[config.mk]
export PLATFORM = sky130hd
export DESIGN_NAME = i2c_write_master
export DESIGN_NICKNAME = d
export VERILOG_FILES = /design/src/rtl/i2c_pkg.sv /design/src/rtl/i2c_quarter_tick.sv /design/src/rtl/i2c_write_master.sv
export SDC_FILE = /design/constraint.sdc
export NUM_CORES = 1
export LEC_CHECK = 0
export ABC_CLOCK_PERIOD_IN_PS = 3200
export CAP_MARGIN = 20
export CORE_MARGIN = 2
export CORE_UTILIZATION = 40
export CTS_CLUSTER_DIAMETER = 150
export DETAILED_ROUTE_END_ITERATION = 8
export SYNTH_ARGS = -nofsm -noshare
export SYNTH_HDL_FRONTEND = slang
export SYNTH_SLANG_ARGS = --single-unit
[constraint.sdc]
create_clock -name sys_clk -period 3.2 [get_ports sys_clk]
set_clock_uncertainty 0.1 [all_clocks]
set_input_delay 0.64 -clock sys_clk [delete_from_list [all_inputs] [get_ports sys_clk]]
set_output_delay 0.64 -clock sys_clk [all_outputs]
set_load 0.02 [all_outputs]
[src/rtl/i2c_pkg.sv]
// Shared types and constants for the I2C write master.
package i2c_pkg;

    // Frame-level FSM states.
    typedef enum logic [2:0] {
        StIdle,
        StStart,
        StBit,
        StAck,
        StStop
    } i2c_state_e;

    // Position within one SCL period (four quarters).
    typedef enum logic [1:0] {
        Q0,
        Q1,
        Q2,
        Q3
    } quarter_e;

    // WM8731 device address with the write bit.
    localparam logic [7:0] ADDR_WM8731_W = 8'h34;

endpackage

[src/rtl/i2c_quarter_tick.sv]
// Quarter-period divider: counts 0..CLK_DIV-1 while enabled, ticks on terminal count.
module i2c_quarter_tick #(
    parameter int unsigned CLK_DIV = 125
) (
    input  logic clk_i,
    input  logic rst_i,
    input  logic en_i,
    output logic tick_o
);
    localparam int unsigned CntW = (CLK_DIV > 1) ? $clog2(CLK_DIV) : 1;
    localparam logic [CntW-1:0] CntMax = CntW'(CLK_DIV - 1);

    logic [CntW-1:0] cnt_q, cnt_d;

    assign tick_o = en_i && (cnt_q == CntMax);

    // Next count: held at zero while idle so each frame starts on a full quarter.
    always_comb begin
        cnt_d = cnt_q;
        if (!en_i || (cnt_q == CntMax)) begin
            cnt_d = '0;
        end else begin
            cnt_d = cnt_q + CntW'(1);
        end
    end

    // Counter register.
    always_ff @(posedge clk_i or posedge rst_i) begin
        if (rst_i) begin
            cnt_q <= '0;
        end else begin
            cnt_q <= cnt_d;
        end
    end

endmodule

[src/rtl/i2c_write_master.sv]
// Write-only I2C master: NBYTES-byte frames, per-byte ACK check, retry on NACK.
module i2c_write_master
    import i2c_pkg::*;
#(
    parameter int unsigned CLK_DIV   = 125,
    parameter int unsigned NBYTES    = 3,
    parameter int unsigned MAX_RETRY = 2
) (
    input  logic                sys_clk,
    input  logic                sys_rst,
    input  logic                start,
    input  logic [8*NBYTES-1:0] data,
    output logic                busy,
    output logic                done,
    output logic                ack_err,
    output logic                scl_o,
    output logic                sda_oe,
    input  logic                sda_i
);
    localparam int unsigned FrameW = 8 * NBYTES;
    localparam int unsigned ByteW  = (NBYTES > 1) ? $clog2(NBYTES) : 1;
    localparam logic [ByteW-1:0] LastByte = ByteW'(NBYTES - 1);
    localparam logic [2:0] MaxRetry = 3'(MAX_RETRY);

    i2c_state_e        state_q, state_d;
    quarter_e          phase_q, phase_d;
    logic [2:0]        bit_cnt_q, bit_cnt_d;
    logic [ByteW-1:0]  byte_cnt_q, byte_cnt_d;
    logic [2:0]        retry_q, retry_d;
    logic [FrameW-1:0] shift_q, shift_d;
    logic [FrameW-1:0] data_q, data_d;
    logic              nack_q, nack_d;
    logic              done_q, done_d;
    logic              ack_err_q, ack_err_d;
    logic              scl_q, scl_d;
    logic              sda_oe_q, sda_oe_d;
    logic              sda_meta_q, sda_sync_q;
    logic              tick;
    logic              scl_high_half;

    assign busy    = (state_q != StIdle);
    assign done    = done_q;
    assign ack_err = ack_err_q;
    assign scl_o   = scl_q;
    assign sda_oe  = sda_oe_q;

    i2c_quarter_tick #(
        .CLK_DIV(CLK_DIV)
    ) u_quarter_tick (
        .clk_i (sys_clk),
        .rst_i (sys_rst),
        .en_i  (busy),
        .tick_o(tick)
    );

    // State register, registered pin drivers and SDA resynchroniser.
    always_ff @(posedge sys_clk or posedge sys_rst) begin
        if (sys_rst) begin
            state_q    <= StIdle;
            phase_q    <= Q0;
            bit_cnt_q  <= '0;
            byte_cnt_q <= '0;
            retry_q    <= '0;
            shift_q    <= '0;
            data_q     <= '0;
            nack_q     <= 1'b0;
            done_q     <= 1'b0;
            ack_err_q  <= 1'b0;
            scl_q      <= 1'b1;
            sda_oe_q   <= 1'b0;
            sda_meta_q <= 1'b1;
            sda_sync_q <= 1'b1;
        end else begin
            state_q    <= state_d;
            phase_q    <= phase_d;
            bit_cnt_q  <= bit_cnt_d;
            byte_cnt_q <= byte_cnt_d;
            retry_q    <= retry_d;
            shift_q    <= shift_d;
            data_q     <= data_d;
            nack_q     <= nack_d;
            done_q     <= done_d;
            ack_err_q  <= ack_err_d;
            scl_q      <= scl_d;
            sda_oe_q   <= sda_oe_d;
            sda_meta_q <= sda_i;
            sda_sync_q <= sda_meta_q;
        end
    end

    // Next-state logic: everything advances on the last quarter of each phase.
    always_comb begin
        state_d    = state_q;
        phase_d    = phase_q;
        bit_cnt_d  = bit_cnt_q;
        byte_cnt_d = byte_cnt_q;
        retry_d    = retry_q;
        shift_d    = shift_q;
        data_d     = data_q;
        nack_d     = nack_q;
        ack_err_d  = ack_err_q;
        done_d     = 1'b0;
        case (state_q)
            StIdle: begin
                // A start coinciding with the done pulse is deliberately dropped.
                if (start && !done_q) begin
                    state_d   = StStart;
                    phase_d   = Q0;
                    shift_d   = data;
                    data_d    = data;
                    retry_d   = '0;
                    nack_d    = 1'b0;
                    ack_err_d = 1'b0;
                end
            end
            default: begin
                if (tick) begin
                    phase_d = quarter_e'(phase_q + 2'd1);
                    if (phase_q == Q3) begin
                        case (state_q)
                            StStart: begin
                                state_d    = StBit;
                                bit_cnt_d  = '0;
                                byte_cnt_d = '0;
                            end
                            StBit: begin
                                shift_d   = {shift_q[FrameW-2:0], 1'b0};
                                bit_cnt_d = bit_cnt_q + 3'd1;
                                if (bit_cnt_q == 3'd7) begin
                                    state_d = StAck;
                                end
                            end
                            StAck: begin
                                if (sda_sync_q) begin
                                    nack_d  = 1'b1;
                                    state_d = StStop;
                                end else if (byte_cnt_q == LastByte) begin
                                    state_d = StStop;
                                end else begin
                                    byte_cnt_d = byte_cnt_q + ByteW'(1);
                                    state_d    = StBit;
                                end
                            end
                            StStop: begin
                                if (nack_q && (retry_q < MaxRetry)) begin
                                    retry_d = retry_q + 3'd1;
                                    shift_d = data_q;
                                    nack_d  = 1'b0;
                                    state_d = StStart;
                                end else begin
                                    done_d    = 1'b1;
                                    ack_err_d = nack_q;
                                    state_d   = StIdle;
                                end
                            end
                            default: state_d = StIdle;
                        endcase
                    end
                end
            end
        endcase
    end

    // Pin levels decoded from state and quarter; registered before driving the pins.
    always_comb begin
        scl_high_half = (phase_q == Q2) || (phase_q == Q3);
        scl_d         = 1'b1;
        sda_oe_d      = 1'b0;
        case (state_q)
            StStart: begin
                scl_d    = (phase_q == Q0) || (phase_q == Q1);
                sda_oe_d = (phase_q != Q0);
            end
            StBit: begin
                scl_d    = scl_high_half;
                sda_oe_d = ~shift_q[FrameW-1];
            end
            StAck: begin
                scl_d    = scl_high_half;
                sda_oe_d = 1'b0;
            end
            StStop: begin
                scl_d    = scl_high_half;
                sda_oe_d = (phase_q != Q3);
            end
            default: begin
                scl_d    = 1'b1;
                sda_oe_d = 1'b0;
            end
        endcase
    end

endmodule

# After elaboration in Yosys (flattened, before gate mapping)

Cells that the tools add are included.

Order comparisons: 1
Reduce and logical (&&, ||, !) cells: 30
Eq/ne operators: 18
$add $sub $neg: 5
Bitwise operators: 2
Multiplexer cells: 48

Operators by type and width:

| operator                                                        | count |
|---|---|
| 24-bit 2-to-1 mux                                               | 5 |
| 24-bit one-hot mux with 2 select lines                          | 1 |
| 3-bit 2-to-1 mux                                                | 13 |
| 1-bit 2-to-1 mux                                                | 17 |
| 5-bit AND reduction                                             | 3 |
| 2-bit nonzero test                                              | 7 |
| 3-bit one-hot mux with 4 select lines                           | 1 |
| 6-bit AND reduction                                             | 2 |
| 2-bit 2-to-1 mux                                                | 5 |
| 3-bit nonzero test                                              | 3 |
| 2-bit inequality test, second input constant                    | 4 |
| 4-bit AND reduction                                             | 2 |
| 7-bit by 1-bit adder with 7-bit output, second input constant   | 1 |
| 7-bit == test, second input constant                            | 1 |
| 7-bit 2-to-1 mux                                                | 1 |
| 3-bit by 1-bit adder with 3-bit output, second input constant   | 2 |
| 2-bit == test, second input constant                            | 3 |
| 3-bit by 2-bit == test with 1-bit output, second input constant | 2 |
| 3-bit == test, second input constant                            | 2 |
| 3-bit inequality test, second input constant                    | 2 |
| 3-bit one-hot mux with 2 select lines                           | 1 |
| 2-bit by 1-bit adder with 2-bit output, second input constant   | 2 |
| 1-bit one-hot mux with 2 select lines                           | 2 |
| 2-bit one-hot mux with 2 select lines                           | 1 |
| 14 further kinds                                                | 21 |

Word-level logic and storage cells: 119
Flip-flop bits (word level): 75

# Depth between registers and ports, before layout

Depth after elaboration: 7
Mapped depth: 7
Gate-level depth less buffers: 6

# Cells and area by module

A second synthesis with hierarchy kept.

Cell total of the unflattened synthesis: 330
Area total of the unflattened synthesis: 3793.6 µm²

By module, submodules not included:

| module           | area an instance (µm²) | instances | cells an instance | sequential area each (µm²) |
|---|---|---|---|---|
| i2c_write_master | 3437.0                 | 1         | 293               | 1705.4 |
| i2c_quarter_tick | 356.6                  | 1         | 37                | 175.2 |

# Worst setup path after synthesis

No wires, ideal clock.

Path type: reg2reg
From: register retry_q[1]
To: register shift_q[10]
Setup time: 125 ps
Arrival time: 2029 ps
Period minus slack after synthesis: 2254 ps
Required time: 2975 ps
Path slack: 946 ps
Stages on the path, launching flop included: 6
Cells stage by stage: dfrtp_1 > or3b_1 > o21a_1 > a2111oi_4 > buf_4 > mux2_2

Word-level cells in the longest chain between the ends: 4

RTL lines:

| item                                                       | RTL line                | source |
|---|---|---|
| start, declared                                            | i2c_write_master.sv:29  | `logic [2:0] retry_q, retry_d;` |
| start signal, assigned                                     | i2c_write_master.sv:78  | `retry_q <= retry_d;` |
| 3-bit by 2-bit less-than comparator with 1-bit output      | i2c_write_master.sv:145 | `if (nack_q && (retry_q < MaxRetry)) begin` |
| 1-bit logical AND                                          | i2c_write_master.sv:145 |  |
| 3-bit by 2-bit inequality test with 1-bit output (no line) | n/a                     |  |
| 5-bit AND reduction (no line)                              | n/a                     |  |
| end signal, assigned                                       | i2c_write_master.sv:79  | `shift_q <= shift_d;` |
| end, declared                                              | i2c_write_master.sv:30  | `logic [FrameW-1:0] shift_q, shift_d;` |

Every way passes these cells.
A chain may end at the register's enable or synchronous reset.

# Worst setup path after layout

From: register state_q[2]
To: output port busy

Word-level cells in the longest chain between the ends: 1

RTL lines:

| item                   | RTL line               | source |
|---|---|---|
| start, declared        | i2c_write_master.sv:25 | `i2c_state_e state_q, state_d;` |
| start signal, assigned | i2c_write_master.sv:59 | `state_q <= StIdle;` |
| start signal, assigned | i2c_write_master.sv:74 | `state_q <= state_d;` |
| 3-bit nonzero test     | i2c_write_master.sv:41 | `assign busy = (state_q != StIdle);` |
| end, declared          | i2c_write_master.sv:13 | `output logic busy,` |

Every way passes these cells.

==> results.sh <==
export IMPL_powerDensity_nw_per_um2=376
export IMPL_numCtsBuffers=9
export IMPL_cts_resized_gates=0
export IMPL_ys_ff_latch=75
export IMPL_whs_path_depth=0
export IMPL_hp_start="sda_meta_q$_DFF_PP1_"
export IMPL_synth_simple_area_share_pct=9.98
export IMPL_synth_mux_area_share_pct=22.3
export IMPL_status="completed"
export IMPL_n_antenna_cell=0
export IMPL_cp_required_ns=2.46
export IMPL_clk_pin_slew_worst_paths_ns=0.08
export IMPL_clock_fmax_ghz=0.377
export IMPL_drive_gt1_share_pct=17.9
export IMPL_reg2reg_from="state_q[2]$_DFFE_PP0P_"
export IMPL_cts_sinks=75
export IMPL_power_leakage_nw=1.78
export IMPL_synth_area_leaders="dfrtp_1 48%, mux2_2 10%, mux2i_1 6.9%"
export IMPL_clk_path_buf_depth=2
export IMPL_slew_violations=0
export IMPL_cts_max_level=3
export IMPL_peakVddDrop_mv=0.197
export IMPL_endpoint="busy"
export IMPL_grt_pass1_wl_um=12000
export IMPL_synth_ff_type="dfrtp_1"
export IMPL_worstMarginPinSlew_ns=0.790
export IMPL_drt_initial_drc_count=121
export IMPL_r2r_end="shift_q[14]$_DFFE_PP0P_"
export IMPL_gp_congestion=0.788
export IMPL_multi_input_area_um2=1760
export IMPL_reg2reg_setup_slack_ns=0.66
export IMPL_period_share_pct=82.9
export IMPL_cts_tree="yes"
export IMPL_startpoint="state_q[2]$_DFFE_PP0P_"
export IMPL_coreArea_um2=9150
export IMPL_min_path_type="reg -> reg"
export IMPL_synthesis_area_um2=3750
export IMPL_io_pins=33
export IMPL_rr_worst_depth=5
export IMPL_clock_latency_ns=0.34
export IMPL_ant_nets=0
export IMPL_avgSynthCellArea_um2=11.3
export IMPL_yosysMostFrequentCell="dfrtp_1"
export IMPL_post_cts_setup_buffer_count=0
export IMPL_drt_total_wl_um=6920
export IMPL_critical_path_class="reg -> out"
export IMPL_synth_xor_area_share_pct=1.17
export IMPL_synth_cells=331
export IMPL_synth_top_family_by_area="multiplexers"
export IMPL_syn_to_final_growth_pct=16.5
export IMPL_vias=2522
export IMPL_finalSetupViolations=0
export IMPL_initial_core_util_pct=41.0
export IMPL_nNetsFinal=402
export IMPL_relSlewSlack_pct=46.8
export IMPL_synth_edf_count=0
export IMPL_track_usage_pct=15.1
export IMPL_dieArea_um2=10200
export IMPL_rows=35
export IMPL_wire_per_inst_um=14.4
export IMPL_setup_tns_ns=0
export IMPL_yosys_area_top_type_share_pct=48.1
export IMPL_syn_nets=369
export IMPL_yosysWarnings=0
export IMPL_fin_crit_ns=2.65
export IMPL_nFillCells=845
export IMPL_dpl_hpwl_um=4580
export IMPL_async_flop_share_pct=100
export IMPL_die_w_um=101
export IMPL_hold_violations=0
export IMPL_io_buffer_count=32
export IMPL_grt_max_degree=61
export IMPL_fp_dieH_um=101
export IMPL_synthAdderAreaFrac_pct=3.34
export IMPL_power_total_mw=1.64
export IMPL_first_pass_iters=4
export IMPL_ctsHoldBuffers=0
export IMPL_grt_pass1_vias=2504
export IMPL_cts_root_buf="clkbuf_8"
export IMPL_synth_compound_area_share_pct=10.1
export IMPL_synth_cell_types=52
export IMPL_ys_seq_area_share_pct=50.2
export IMPL_grt_overflow_total=0
export IMPL_seq_area_um2=1880
export IMPL_end_kind="output port"
export IMPL_cp_max_fo=14
export IMPL_crit_path_start_kind="flop"
export IMPL_maxCapViolCount=0
export IMPL_via_per_inst=5.27
export IMPL_antenna_found_initial=0
export IMPL_drc=0
export IMPL_arrival_ns=1.91
export IMPL_synth_commonest_cells="72 x dfrtp_1, 39 x nor2_1, 34 x mux2_2, 30 x a21oi_1, 26 x mux2i_1"
export IMPL_rsz0062_at_grt="no"
export IMPL_synth_area_leader_cell="dfrtp_1"
==> per-stage QoR <==
stage	cells	setup WS, ns	util, %	hold slack, ns	area, µm²
after detailed placement	464	0.536	46.0	0.247	4210
after floorplan	331	0.555	-	0.245	3750
final	479	0.547	47.7	0.259	4370
after global routing	479	0.426	47.7	0.268	4370
after CTS	479	0.537	47.7	0.260	4370
after global placement	464	0.569	46.0	0.248	4210
==> how the worst min path moves through the flow <==
stage                      endpoint  slack [ns]
2_1_floorplan  sda_sync_q$_DFF_PP1_        0.25
3_3_place_gp   sda_sync_q$_DFF_PP1_        0.25
3_5_place_dp   sda_sync_q$_DFF_PP1_        0.25
4_1_cts        sda_sync_q$_DFF_PP1_        0.26
5_1_grt        sda_sync_q$_DFF_PP1_        0.27
6_report       sda_sync_q$_DFF_PP1_        0.26
==> worst max-delay path, stage by stage (launching register included) <==
cell and delay, ns:
dfrtp_2 0.51, nor3_2 0.39, inv_2 0.11, clkdlybuf4s50_1 0.55
==> flip-flops by register name, indices dropped and copies added, names as in the netlist, 2 cells and up <==
signal                count
phase_q                   2
byte_cnt_q                2
bit_cnt_q                 3
u_quarter_tick.cnt_q      7
retry_q                   3
shift_q                  24
data_q                   24
state_q                   3
==> layer usage <==
metal	vias up	routed length, µm	part of all wire (%)	global-route usage, %
li1	1247	-	-	-
met1	1222	3340	48	20.2
met2	43	3180	46	23.8
met3	10	260	3.8	2.98
met4	0	132	1.9	6.74
met5	-	0	0	0
==> cells in the final DEF, fill, tap and decap left out, types with 9 or more instances in the layout <==
| cell type | n |
|---|---|
| a21oi_1 | 30 |
| clkbuf_8 | 9 |
| nor2_1 | 38 |
| mux2_1 | 17 |
| mux2_2 | 34 |
| clkdlybuf4s50_1 | 32 |
| dfrtp_1 | 71 |
| ha_1 | 10 |
| mux2i_1 | 26 |
| nand2_1 | 13 |
==> cells by family (layout without fill, tap and decap cells) <==
kind of cell,after synthesis,count (layout)
simple gates,79,79
fa+ha+maj,10,10
flops,75,75
buf+inv,27,64
mux,77,77
xor+xnor,5,5
compound gates,58,58
==> report_power, final <==
group	leakage [nW]	internal (mW)	total (mW)	switching [mW]
clock	0.0819	0.275	0.618	0.343
sequential	0.863	0.950	0.951	0.00127
combinational	0.837	0.0380	0.0706	0.0326
total	1.78	1.26	1.64	0.377
==> layout make-up <==
cell class              count  share of cell area (%)
flip-flops and latches     75                    43.1
inverters                  10                   0.860
multi-input cells         229                    40.4
clock buffers              10                    2.92
repair buffers             39                    8.83
well taps                 111                    3.18
clock inverters             5                   0.716
Note: power is estimated with default switching activity, not from simulation.
